### config.mk
export PLATFORM = sky130hd
export DESIGN_NAME = spi_shift_engine
export DESIGN_NICKNAME = d
export VERILOG_FILES = /design/src/rtl/spi_shift_engine.sv
export SDC_FILE = /design/constraint.sdc
export NUM_CORES = 1
export LEC_CHECK = 0
export BUFFER_PORTS_ARGS = -buffer_cell sky130_fd_sc_hd__buf_4
export CAP_MARGIN = 40
export CELL_PAD_IN_SITES_DETAIL_PLACEMENT = 1
export CELL_PAD_IN_SITES_GLOBAL_PLACEMENT = 1
export CORE_MARGIN = 1.5
export CORE_UTILIZATION = 40
export DETAILED_ROUTE_END_ITERATION = 10
export GPL_TIMING_DRIVEN = 1
export PLACE_DENSITY = 0.81
export SYNTH_ARGS = -nofsm -noshare
export SYNTH_HDL_FRONTEND = slang
export SYNTH_SLANG_ARGS = --single-unit
### constraint.sdc
create_clock -name clk_i -period 2.2 [get_ports clk_i]
set_input_delay 0.22 -clock clk_i [delete_from_list [all_inputs] [get_ports clk_i]]
set_output_delay 0.22 -clock clk_i [all_outputs]
set_load 0.05 [all_outputs]
### src/rtl/spi_shift_engine.sv
// SPI master bit engine: shifts one DATA_W-bit word full-duplex (MSB first).
// SCLK timing comes from the half-period ticks of the divider output sck_i, used here as data only.
module spi_shift_engine #(
    parameter int DATA_W      = 8,
    parameter int CS_SETUP_HP = 1,
    parameter int CS_HOLD_HP  = 1
) (
    input  logic              clk_i,
    input  logic              reset_i,
    input  logic              sck_i,
    input  logic              start_i,
    input  logic              cpol_i,
    input  logic              cpha_i,
    input  logic [DATA_W-1:0] tx_data_i,
    input  logic              miso_i,
    output logic              sclk_o,
    output logic              mosi_o,
    output logic              cs_n_o,
    output logic              busy_o,
    output logic              done_o,
    output logic [DATA_W-1:0] rx_data_o
);

    localparam int HP_MAX = (CS_SETUP_HP > CS_HOLD_HP) ? CS_SETUP_HP : CS_HOLD_HP;
    localparam int HP_W   = $clog2(HP_MAX + 1);
    localparam int EDGE_W = $clog2(2 * DATA_W);

    localparam logic [HP_W-1:0]   SETUP_LAST = HP_W'(CS_SETUP_HP - 1);
    localparam logic [HP_W-1:0]   HOLD_LAST  = HP_W'(CS_HOLD_HP - 1);
    localparam logic [EDGE_W-1:0] EDGE_LAST  = EDGE_W'(2 * DATA_W - 1);

    typedef enum logic [1:0] {
        ST_IDLE,
        ST_SETUP,
        ST_XFER,
        ST_HOLD
    } state_t;

    state_t              state_q, state_d;
    logic                sck_dly_q, sck_dly_d;
    logic [HP_W-1:0]     hp_cnt_q, hp_cnt_d;
    logic [EDGE_W-1:0]   edge_cnt_q, edge_cnt_d;
    logic                sclk_q, sclk_d;
    logic                mosi_q, mosi_d;
    logic                cs_n_q, cs_n_d;
    logic                done_q, done_d;
    logic [DATA_W-1:0]   rx_q, rx_d;
    logic [DATA_W-1:0]   shift_q, shift_d;
    logic                cpol_q, cpol_d;
    logic                cpha_q, cpha_d;
    logic                tick;

    // One tick per sck_i half-period, detected as a change against last cycle's value.
    assign tick = sck_i ^ sck_dly_q;

    always_comb begin
        state_d    = state_q;
        sck_dly_d  = sck_i;
        hp_cnt_d   = hp_cnt_q;
        edge_cnt_d = edge_cnt_q;
        sclk_d     = sclk_q;
        mosi_d     = mosi_q;
        cs_n_d     = cs_n_q;
        done_d     = 1'b0;
        rx_d       = rx_q;
        shift_d    = shift_q;
        cpol_d     = cpol_q;
        cpha_d     = cpha_q;

        case (state_q)
            ST_IDLE: begin
                sclk_d = cpol_i;
                if (start_i) begin
                    cpol_d   = cpol_i;
                    cpha_d   = cpha_i;
                    shift_d  = tx_data_i;
                    cs_n_d   = 1'b0;
                    mosi_d   = cpha_i ? 1'b0 : tx_data_i[DATA_W-1];
                    hp_cnt_d = '0;
                    state_d  = ST_SETUP;
                end
            end
            ST_SETUP: begin
                sclk_d = cpol_q;
                if (tick) begin
                    if (hp_cnt_q == SETUP_LAST) begin
                        edge_cnt_d = '0;
                        state_d    = ST_XFER;
                    end else begin
                        hp_cnt_d = hp_cnt_q + 1'b1;
                    end
                end
            end
            ST_XFER: begin
                if (tick) begin
                    sclk_d     = ~sclk_q;
                    edge_cnt_d = edge_cnt_q + 1'b1;
                    // Sampling edges are the even ones for cpha=0 and the odd ones for cpha=1.
                    if (edge_cnt_q[0] == cpha_q) begin
                        shift_d = {shift_q[DATA_W-2:0], miso_i};
                    end else if (edge_cnt_q != EDGE_LAST) begin
                        mosi_d = shift_q[DATA_W-1];
                    end
                    if (edge_cnt_q == EDGE_LAST) begin
                        hp_cnt_d = '0;
                        state_d  = ST_HOLD;
                    end
                end
            end
            ST_HOLD: begin
                sclk_d = cpol_q;
                if (tick) begin
                    if (hp_cnt_q == HOLD_LAST) begin
                        cs_n_d  = 1'b1;
                        rx_d    = shift_q;
                        done_d  = 1'b1;
                        state_d = ST_IDLE;
                    end else begin
                        hp_cnt_d = hp_cnt_q + 1'b1;
                    end
                end
            end
            default: state_d = ST_IDLE;
        endcase
    end

    always_ff @(posedge clk_i) begin
        if (reset_i) begin
            state_q    <= ST_IDLE;
            sck_dly_q  <= 1'b0;
            hp_cnt_q   <= '0;
            edge_cnt_q <= '0;
            sclk_q     <= 1'b0;
            mosi_q     <= 1'b0;
            cs_n_q     <= 1'b1;
            done_q     <= 1'b0;
            rx_q       <= '0;
        end else begin
            state_q    <= state_d;
            sck_dly_q  <= sck_dly_d;
            hp_cnt_q   <= hp_cnt_d;
            edge_cnt_q <= edge_cnt_d;
            sclk_q     <= sclk_d;
            mosi_q     <= mosi_d;
            cs_n_q     <= cs_n_d;
            done_q     <= done_d;
            rx_q       <= rx_d;
        end
    end

    // Shift word and latched mode bits are only meaningful once a start has loaded them.
    always_ff @(posedge clk_i) begin
        shift_q <= shift_d;
        cpol_q  <= cpol_d;
        cpha_q  <= cpha_d;
    end

    assign sclk_o    = sclk_q;
    assign mosi_o    = mosi_q;
    assign cs_n_o    = cs_n_q;
    assign busy_o    = (state_q != ST_IDLE);
    assign done_o    = done_q;
    assign rx_data_o = rx_q;

endmodule

======== Word-level counts from Yosys, hierarchy flattened ========
Index checks and enable logic that the tools add are counted.
cells by class
  $add $sub $neg .......................... 2
  equality and inequality tests ........... 17
  muxes and demuxes ....................... 34
  bitwise gates (word level) .............. 5
  reductions and logical operators ........ 15
operators with widths
  cell                 number
  $mux 8               3
  $ne 2x2->1 const B   10
  $pmux 8 s2           1
  $reduce_and 4->1     4
  $mux 1               14
  $mux 2               7
  $mux 4               3
  $pmux 2 s4           1
  $pmux 4 s2           1
  $reduce_bool 2->1    4
  $reduce_and 7->1     1
  $pmux 1 s3           2
  $reduce_and 5->1     1
  $add 4x1->4 const B  1
  $eq 2x2->1 const B   2
  $eq 4x4->1 const B   1
  $ne 4x4->1 const B   1
  $not 1->1            4
  $pmux 1 s2           2
  $reduce_and 3->1     1
  $reduce_or 3->1      1
  $eq 2x1->1 const B   1
  $logic_not 2->1      1
  $ne 2x1->1 const B   1
  5 further kinds      5
word-level totals
  bits in registers ....................... 30
  input bits .............................. 15
  word-level logic and storage cells ...... 85

======== Depth between registers and ports, before layout ========
Gate-level depths: netlist of the first run.
  depth after elaboration ................. 5
  mapped depth ............................ 7
  gate-level depth less buffers ........... 6

======== Least setup slack after synthesis of the first run ========
No wires, ideal clock.
  path kind ............................... reg2reg
  start ................................... register state_q[0]
  end ..................................... register shift_q[0], enable pin
  setup time .............................. 370 ps
  arrival time ............................ 1362 ps
  required time ........................... 1830 ps
  setup slack ............................. 468 ps
  cell stages (with the launch flop) ...... 7
  buffers on the path ..................... 1
  cells stage by stage .................... dfxtp_1 -> inv_1 -> ha_1 -> buf_2 -> inv_1 -> o21ai_1 -> nor2_1
on the way
  cells in the longest elaborated chain, start to end .. 3
  elaborated cells on any way between the ends .. 7
  those cells by class .................... 4 x eq/ne; 3 x reduce/logical
RTL lines
  element                                                           line  RTL
  from (decl)                                                       39    state_t state_q, state_d;
  from (signal assigned)                                            139   state_q <= state_d;
  $eq 2x2->1 / $logic_not 2->1 (equally long branches)              70    case (state_q)
  $ne 2x2->1 (no line) / $reduce_bool 2->1 (equally long branches)  n/a
  $reduce_and 4->1 (no line) *                                      n/a
  to (signal assigned)                                              153   shift_q <= shift_d;
  to (decl)                                                         48    logic [DATA_W-1:0] shift_q, shift_d;
Every way passes the cells marked *; elsewhere a longest branch is shown, timed or not.
A chain may end at the register's enable or synchronous reset.

======== Worst setup path in the final report of the first run ========
  start ................................... register state_q[0]
  end ..................................... register mosi_q, in the netlist mosi_o
on the way
  cells in the longest elaborated chain, start to end .. 3
  elaborated cells on any way between the ends .. 9
  those cells by class .................... 5 x eq/ne; 1 x mux; 3 x reduce/logical
RTL lines
  element                                                           line  RTL
  $eq 2x2->1 / $logic_not 2->1 (equally long branches)              70
  $ne 2x2->1 (no line) / $reduce_bool 2->1 (equally long branches)  n/a
  $reduce_and 5->1 (no line)                                        n/a
  to (signal assigned)                                              144   mosi_q <= mosi_d;
  to (decl)                                                         44    logic mosi_q, mosi_d;
Parallel ways exist; a longest one is shown, timed or not.

==> results of run 1 <==
-- per-layer routing --
metal	GRT usage	vias to the layer above	wire (µm)
li1	-	526	-
met1	0.239	522	1390
met2	0.345	24	1680
met3	0.0405	6	113
met4	0.0825	0	52
met5	0	-	0
-- worst min-delay path by stage --
stage           start               end  slack, ns  cells past startpoint
2_1_floorplan  cpha_i  cpha_q$_DFFE_PP_       0.32                      0
3_3_place_gp   cpol_i  cpol_q$_DFFE_PP_       0.41                      1
3_5_place_dp   cpol_i  cpol_q$_DFFE_PP_       0.42                      1
4_1_cts        cpol_i  cpol_q$_DFFE_PP_       0.07                      1
5_1_grt        cpol_i  cpol_q$_DFFE_PP_       0.07                      1
6_report       cpol_i  cpol_q$_DFFE_PP_       0.09                      1
-- area by class of cell --
| type | instances | area share |
|---|---|---|
| Clock buffer | 6 | 0.0252 |
| Clock inverter | 2 | 0.00612 |
| Inverter | 4 | 0.00917 |
| Multi-Input combinational cell | 91 | 0.363 |
| Sequential cell | 29 | 0.416 |
| Tap cell | 44 | 0.0336 |
| Timing Repair Buffer | 32 | 0.147 |
-- through the flow --
| step | power, µW | setup slack [ns] | hold WS, ns | area [µm²] | util |
|---|---|---|---|---|---|
| floorplan | 1410 | 0.468 | 0.319 | 1320 | - |
| global placement | 1640 | 0.544 | 0.412 | 1590 | 0.515 |
| global route | 2120 | 0.200 | 0.0695 | 1640 | 0.532 |
| detailed placement | 1700 | 0.379 | 0.419 | 1590 | 0.515 |
| finish | 2000 | 0.373 | 0.0855 | 1640 | 0.532 |
| CTS | 2010 | 0.358 | 0.0716 | 1640 | 0.532 |
-- worst max-delay path, delay by kind of cell (launching register included) --
| family | cells | cell delay, ns |
|---|---|---|
| flops | 1 | 0.37 |
| fa+ha+maj | 1 | 0.30 |
| compound gates | 2 | 0.23 |
| simple gates | 2 | 0.55 |
| buf+inv | 2 | 0.32 |
-- cell usage after synthesis, drive strengths merged --
library cell   n  area [µm²]
a21oi         13        65.1
a221o          1        10.0
a22oi          1        7.51
a31oi          1        6.26
a32oi          1        8.76
and2           2        12.5
and3           1        6.26
buf            3        13.8
clkbuf         3        11.3
dfxtp         19         380
edfxtp        10         300
ha             6        75.1
inv            4        15.0
mux2           9         101
mux2i          2        20.0
nand2         11        41.3
nand2b         5        31.3
nand3         10        50.1
nor2           9        33.8
nor2b          2        12.5
nor3           1        5.00
nor3b          1        7.51
o211ai         1        7.51
o21ai          6        30.0
o21bai         1        7.51
o221ai         1        8.76
o22ai          1        6.26
or3            2        13.8
xnor2          2        17.5
xor2           1        8.76
-- sequential cells by signal, summed over array words and instances (netlist names) --
name        cells
cs_n_o          1
shift_q         8
mosi_o          1
state_q         2
done_o          1
sclk_o          1
cpha_q          1
rx_data_o       8
sck_dly_q       1
cpol_q          1
edge_cnt_q      4
-- power breakdown --
group	internal, µW	switching, µW
logic	323	529
clock network	122	194
registers	743	88.8
-- cell families after synthesis --
kind of cell / synth area share
simple gates: 0.163
flops: 0.518
compound gates: 0.120
mux: 0.0923
buf+inv: 0.0304
fa+ha+maj: 0.0571
xor+xnor: 0.0200
==> key figures, run 1 <==
Timing
  • Slew @ Worst Pin: ~0.43 ns
  • Hold Fails Final Rpt: 0
  • Setup violations, final: 0
  • RSZ-0062 raised after global routing: false
  • Setup TNS: 0 ns
  • Max Clk Rate: about 550 MHz
  • Worst Skew: between 0.005 and 0.006 ns
  • Pins Over Slew Limit: 0
  • Final min period: between 1.5 and 2 ns
  • Final critical-path share of the clock period: 0.830
  • Max-slew headroom: 0.708

Finish
  • Nets: 184
  • Layout area overhead: 24.5%
  • Area of the multi-input gates: 594 µm²
  • Diode count: 0
  • Most frequent cells in the layout: buf_4, dfxtp_1, a21oi_1
  • Share of cells above drive strength 1: 0.299
  • Post-Layout Cell Count: approximately 210
  • Commonest non-fill, non-tap cell in the layout: buf_4
  • Filler cell count: approximately 360
  • Register area: 681 µm²

Floorplan
  • Site row count: 20
  • Initial cell density of the core: 0.427
  • Die area: around 3600 µm²
  • Die X: roughly 60 µm
  • I/O pin cnt: 28
  • Core Region: roughly 3100 µm²
  • Die height: 60.3 µm

Logic synthesis
  • Avg Inst Size Synth: 10.1 µm²
  • Post-Synthesis Cells: 130
  • Share of the yosys chip area belonging to registers: 0.518
  • Synth warn: 0
  • Yosys cell types: 33
  • Synth Cell Area: roughly 1300 µm²
  • Syn Nets: 151
  • Seq cells post-synth: 29

Power and ir drop
  • VDD IR max: just under 0.6 mV
  • Power Density: approximately 1200 nW/µm²
  • Static Leak: 0.000648 µW

Job
  • Number of max-cap violations: 0

Worst setup path
  • Worst path arrival time: about 2.1 ns
  • FF-to-FF setup slack: between 0.3 and 0.4 ns
  • Largest stage delay, worst path: roughly 0.37 ns
  • CP Capture Type: flip-flop
  • Startpoint types: flip-flop
  • Worst-path fanout max: 11
  • Most frequent cell on the critical path: a21oi_1
  • R2R Path Start: state_q[0]$_SDFFE_PP0P_
  • Start point of the critical path: state_q[0]$_SDFFE_PP0P_
  • Worst endpoint required time: between 2 and 2.5 ns
  • R2R cell count: 7
  • Setup crit end: mosi_o$_SDFFE_PP0P_
  • Reg2Reg Capture Point: mosi_o$_SDFFE_PP0P_
  • CP Class: reg2reg
  • Worst-path cell chain: inv_1, ha_1, buf_4, nor3b_1, a21oi_1, or3_1, a21oi_1
  • Crit-path slowest cell: dfxtp_1

Global routing
  • First-pass GRT wire length: roughly 5.3 mm
  • Vias in the first global route: ~1200
  • Largest net degree at the start of global routing: 22
  • GRT Total Usage: 0.199
  • Grt ovf: 0
  • Initial antenna violation count: 0

Clocking
  • CTS tree: done
  • Worst skew pair latency: roughly 0.32 ns
  • CTS hold repair buffers: 0
  • Setup Fix Bufs, Post-CTS: 0
  • Max Root-Sink Buffers: 2
  • Root Buffer: clkbuf_4
  • Clock-pin slew on the worst setup and hold paths: 0.10 ns
  • Clock Sink Count: 29
  • H-tree depth: 2
  • # resized after CTS: 0
  • TritonCTS Buffers: 5

Route
  • Vias: around 1100
  • Drt drc: 0
  • Final WL: around 3.2 mm
  • Post-route ant nets: 0
  • Vias per inst: 5.18
  • Starting DRT DRC Count: 24
  • Drt wl/cell: around 16 µm
  • DRT Pass-1 Iters: 4

Min path
  • Min-delay worst type: in2reg

Placement
  • I/O Buffers: 27
  • GPL Wtd Cong: just under 0.8
  • Placed Cells: 200
  • Dpl hpwl: 2.44 mm

Status
  • Status: finished, final reports clean
Note: power is estimated with default switching activity, not from simulation.
==> run 2: changes to the inputs <==
--- a/config.mk
+++ b/config.mk
@@ -10,10 +10,10 @@
 export CELL_PAD_IN_SITES_DETAIL_PLACEMENT = 1
 export CELL_PAD_IN_SITES_GLOBAL_PLACEMENT = 1
 export CORE_MARGIN = 1.5
-export CORE_UTILIZATION = 40
+export CORE_UTILIZATION = 36
 export DETAILED_ROUTE_END_ITERATION = 10
 export GPL_TIMING_DRIVEN = 1
-export PLACE_DENSITY = 0.81
+export PLACE_DENSITY = 0.77
 export SYNTH_ARGS = -nofsm -noshare
 export SYNTH_HDL_FRONTEND = slang
 export SYNTH_SLANG_ARGS = --single-unit
==> constraint.sdc (replaced) <==
create_clock -name clk_i -period 1.55 [get_ports clk_i]
set_input_delay 0.155 -clock clk_i [delete_from_list [all_inputs] [get_ports clk_i]]
set_output_delay 0.155 -clock clk_i [all_outputs]
set_load 0.05 [all_outputs]
==> run 2 against run 1 <==
Effect of this change: the flow now finishes with violations (negative setup slack); core utilization up 3.8 points; first-iteration DRC count rose by 58%; combinational power is 110% higher; design area increased by 19%; hold slack lost 0.040 ns; critical path type unchanged; flip-flop and latch count is the same; die area is 11% higher; count of clock-buffer cells in the layout fell by 1; worst setup slack got worse by 0.41 ns.
==> key figures, run 2 (synthesized netlist as in run 1, its figures left out) <==
Status
  • Status: complete, but fails checks
  • Violated checks: negative setup slack

Timing
  • Max Clk Rate: 631 MHz (+15%)
  • Worst Skew: 0.0153 ns (+0.00988 ns)
  • Hold Fails Final Rpt: 0 (unchanged)
  • RSZ-0062 raised after global routing: true
  • Pins Over Slew Limit: 0 (unchanged)
  • Setup TNS: -0.0344 ns (-0.0344 ns)
  • Final WS setup: -0.0344 ns (-0.408 ns)
  • WHS: 0.0458 ns (-0.0397 ns)
  • Final min period: 1.58 ns (-0.242 ns)
  • Max-slew headroom: 0.783 (+0.0749)
  • Final critical-path share of the clock period: 1.02 (+0.192)
  • Setup violations, final: 1 (+1)
  • Slew @ Worst Pin: 0.323 ns (-0.110 ns)

Route
  • Post-route ant nets: 0 (unchanged)
  • Final WL: 3.65 mm (+13%)
  • Drt drc: 0 (unchanged)
  • Starting DRT DRC Count: 38 (+58%)
  • Vias per inst: 5.23 (+0.85%)
  • DRT Pass-1 Iters: 4 (unchanged)
  • Vias: 1176 (+9.1%)
  • Drt wl/cell: 16.2 µm (+4.2%)

Finish
  • Filler cell count: 379 (+4.1%)
  • Commonest non-fill, non-tap cell in the layout: buf_4
  • Layout area overhead: 47.9%
  • Most frequent cells in the layout: buf_4, dfxtp_1, a21oi_1
  • Diode count: 0 (unchanged)
  • Nets: 199 (+8.2%)
  • Share of cells above drive strength 1: 0.475 (+0.176)

Global routing
  • GRT Total Usage: 0.195 (-0.00373)
  • Vias in the first global route: 1213 (+2.9%)
  • Initial antenna violation count: 0 (unchanged)
  • Largest net degree at the start of global routing: 22 (unchanged)
  • Grt ovf: 0 (unchanged)
  • First-pass GRT wire length: 5.92 mm (+11%)

Clocking
  • Clock-pin slew on the worst setup and hold paths: 0.11 ns (about the same)
  • Root Buffer: clkbuf_4
  • CTS tree: done
  • Worst skew pair latency: 0.34 ns (+0.02 ns)
  • TritonCTS Buffers: 5 (unchanged)
  • Max Root-Sink Buffers: 2 (unchanged)
  • H-tree depth: 2 (unchanged)
  • Clock Sink Count: 29 (unchanged)

Worst setup path
  • R2R Path Start: state_q[1]$_SDFFE_PP0P_
  • Start point of the critical path: state_q[1]$_SDFFE_PP0P_
  • CP Capture Type: flip-flop
  • Worst-path cell chain: buf_4, ha_2, a221o_1, buf_4, o21ai_0, a21oi_2
  • FF-to-FF setup slack: -0.03 ns (-0.41 ns)
  • Most frequent cell on the critical path: buf_4
  • Largest stage delay, worst path: 0.37 ns (about the same)
  • Worst-path fanout max: 4 (-7)
  • Crit path max-delay family: compound AO/OA/AOI/OAI gates
  • Startpoint types: flip-flop
  • Crit-path slowest cell: dfxtp_4
  • CP Class: reg2reg
  • Reg2Reg Capture Point: mosi_o$_SDFFE_PP0P_
  • Worst path arrival time: 1.82 ns (-0.27 ns)
  • Worst endpoint required time: 1.78 ns (-0.68 ns)
  • Setup crit end: mosi_o$_SDFFE_PP0P_
  • Cell depth of the worst setup path: 6 (-1)
  • R2R cell count: 6 (-1)
  • Buf+Inv Stages, Crit Path: 2 (unchanged)

Floorplan
  • Die area: 4020 µm² (+11%)
  • Initial cell density of the core: 0.385 (-0.0423)
  • Core Region: 3420 µm² (+11%)
  • Die height: 63.4 µm (+5.1%)
  • Site row count: 21 (+5.0%)
  • Die X: 63.4 µm (+5.1%)
  • I/O pin cnt: 28 (unchanged)

Power and ir drop
  • Static Leak: 0.000771 µW (+19%)
  • VDD IR max: 1.13 mV (+93%)
  • Power Density: 1960 nW/µm² (+60%)

Placement
  • Dpl hpwl: 2.49 mm (+1.9%)
  • GPL Wtd Cong: 0.751 (-5.0%)
  • I/O Buffers: 27 (unchanged)

Min path
  • Min-delay worst type: in2reg
  • Hold path cells: 1 (unchanged)

Job
  • Number of max-cap violations: 0 (unchanged)
-- run 2: cell types whose count changed in the layout (fill, tap and decap cells not counted), moves of 2 or more --
cell,change
a21oi_1,-2
a21oi_2,+2
buf_4,+11
buf_6,+2
bufinv_16,+2
dfxtp_1,-2
ha_1,-5
ha_2,+3
ha_4,+2
inv_1,-2
nor2_1,-3
nor2_4,+2
o21ai_0,-2
-- run 2: through the flow --
stage          std cells   util  cell area, µm²  total power, µW  worst slack, ns
2_1_floorplan        130      -            1320             2020          0.00529
3_3_place_gp         212  0.493            1680             2560         -0.00226
3_5_place_dp         212  0.493            1680             2640           -0.107
4_1_cts              223  0.547            1870             3640          -0.0244
5_1_grt              225  0.569            1940             4000          -0.0772
6_report             225  0.569            1940             3800          -0.0344
-- run 2: routing by layer --
metal  vias to the layer above  global-route usage  wire length, µm
li1                        560                   -                -
met1                       591               0.229             1590
met2                        19               0.337             1870
met3                         6              0.0536              133
met4                         0              0.0734               53
met5                         -                   0                0
-- run 2: worst min-delay path by stage --
stage                       endpoint  slack [ns]  startpoint
CTS                 cpol_q$_DFFE_PP_      0.0006      cpol_i
global placement    cpol_q$_DFFE_PP_        0.35      cpol_i
finish              cpha_q$_DFFE_PP_        0.05      cpha_i
global route        cpha_q$_DFFE_PP_        0.03      cpha_i
floorplan           cpha_q$_DFFE_PP_        0.25      cpha_i
detailed placement  cpol_q$_DFFE_PP_        0.35      cpol_i
-- run 2: timing repair --
item / in CTS / in global routing
cloned: 0 / 0
gates resized for setup: 15 / 16
pin swaps: 3 / 6
hold buffers: 0 / 1
setup buffers: 3 / 1
endpoints found under the hold margin: 0 / 1
endpoints found under the setup margin: 15 / 19
-- run 2: final cells by class --
class | count | area [µm²] | area share
well taps | 46 | 57.6 | 0.0296
flip-flops and latches | 29 | 686 | 0.353
clock inverters | 3 | 65.1 | 0.0335
repair buffers | 47 | 375 | 0.193
multi-input cells | 91 | 701 | 0.360
clock buffers | 5 | 37.5 | 0.0193
inverters | 4 | 22.5 | 0.0116
-- run 2: power breakdown --
group	switching, µW	total, µW	internal (µW)	leakage [µW]
registers	127	1190	1070	0.000252
clock network	289	788	499	0.0000552
logic	964	1820	858	0.000464
total	1380	3800	2420	0.000771
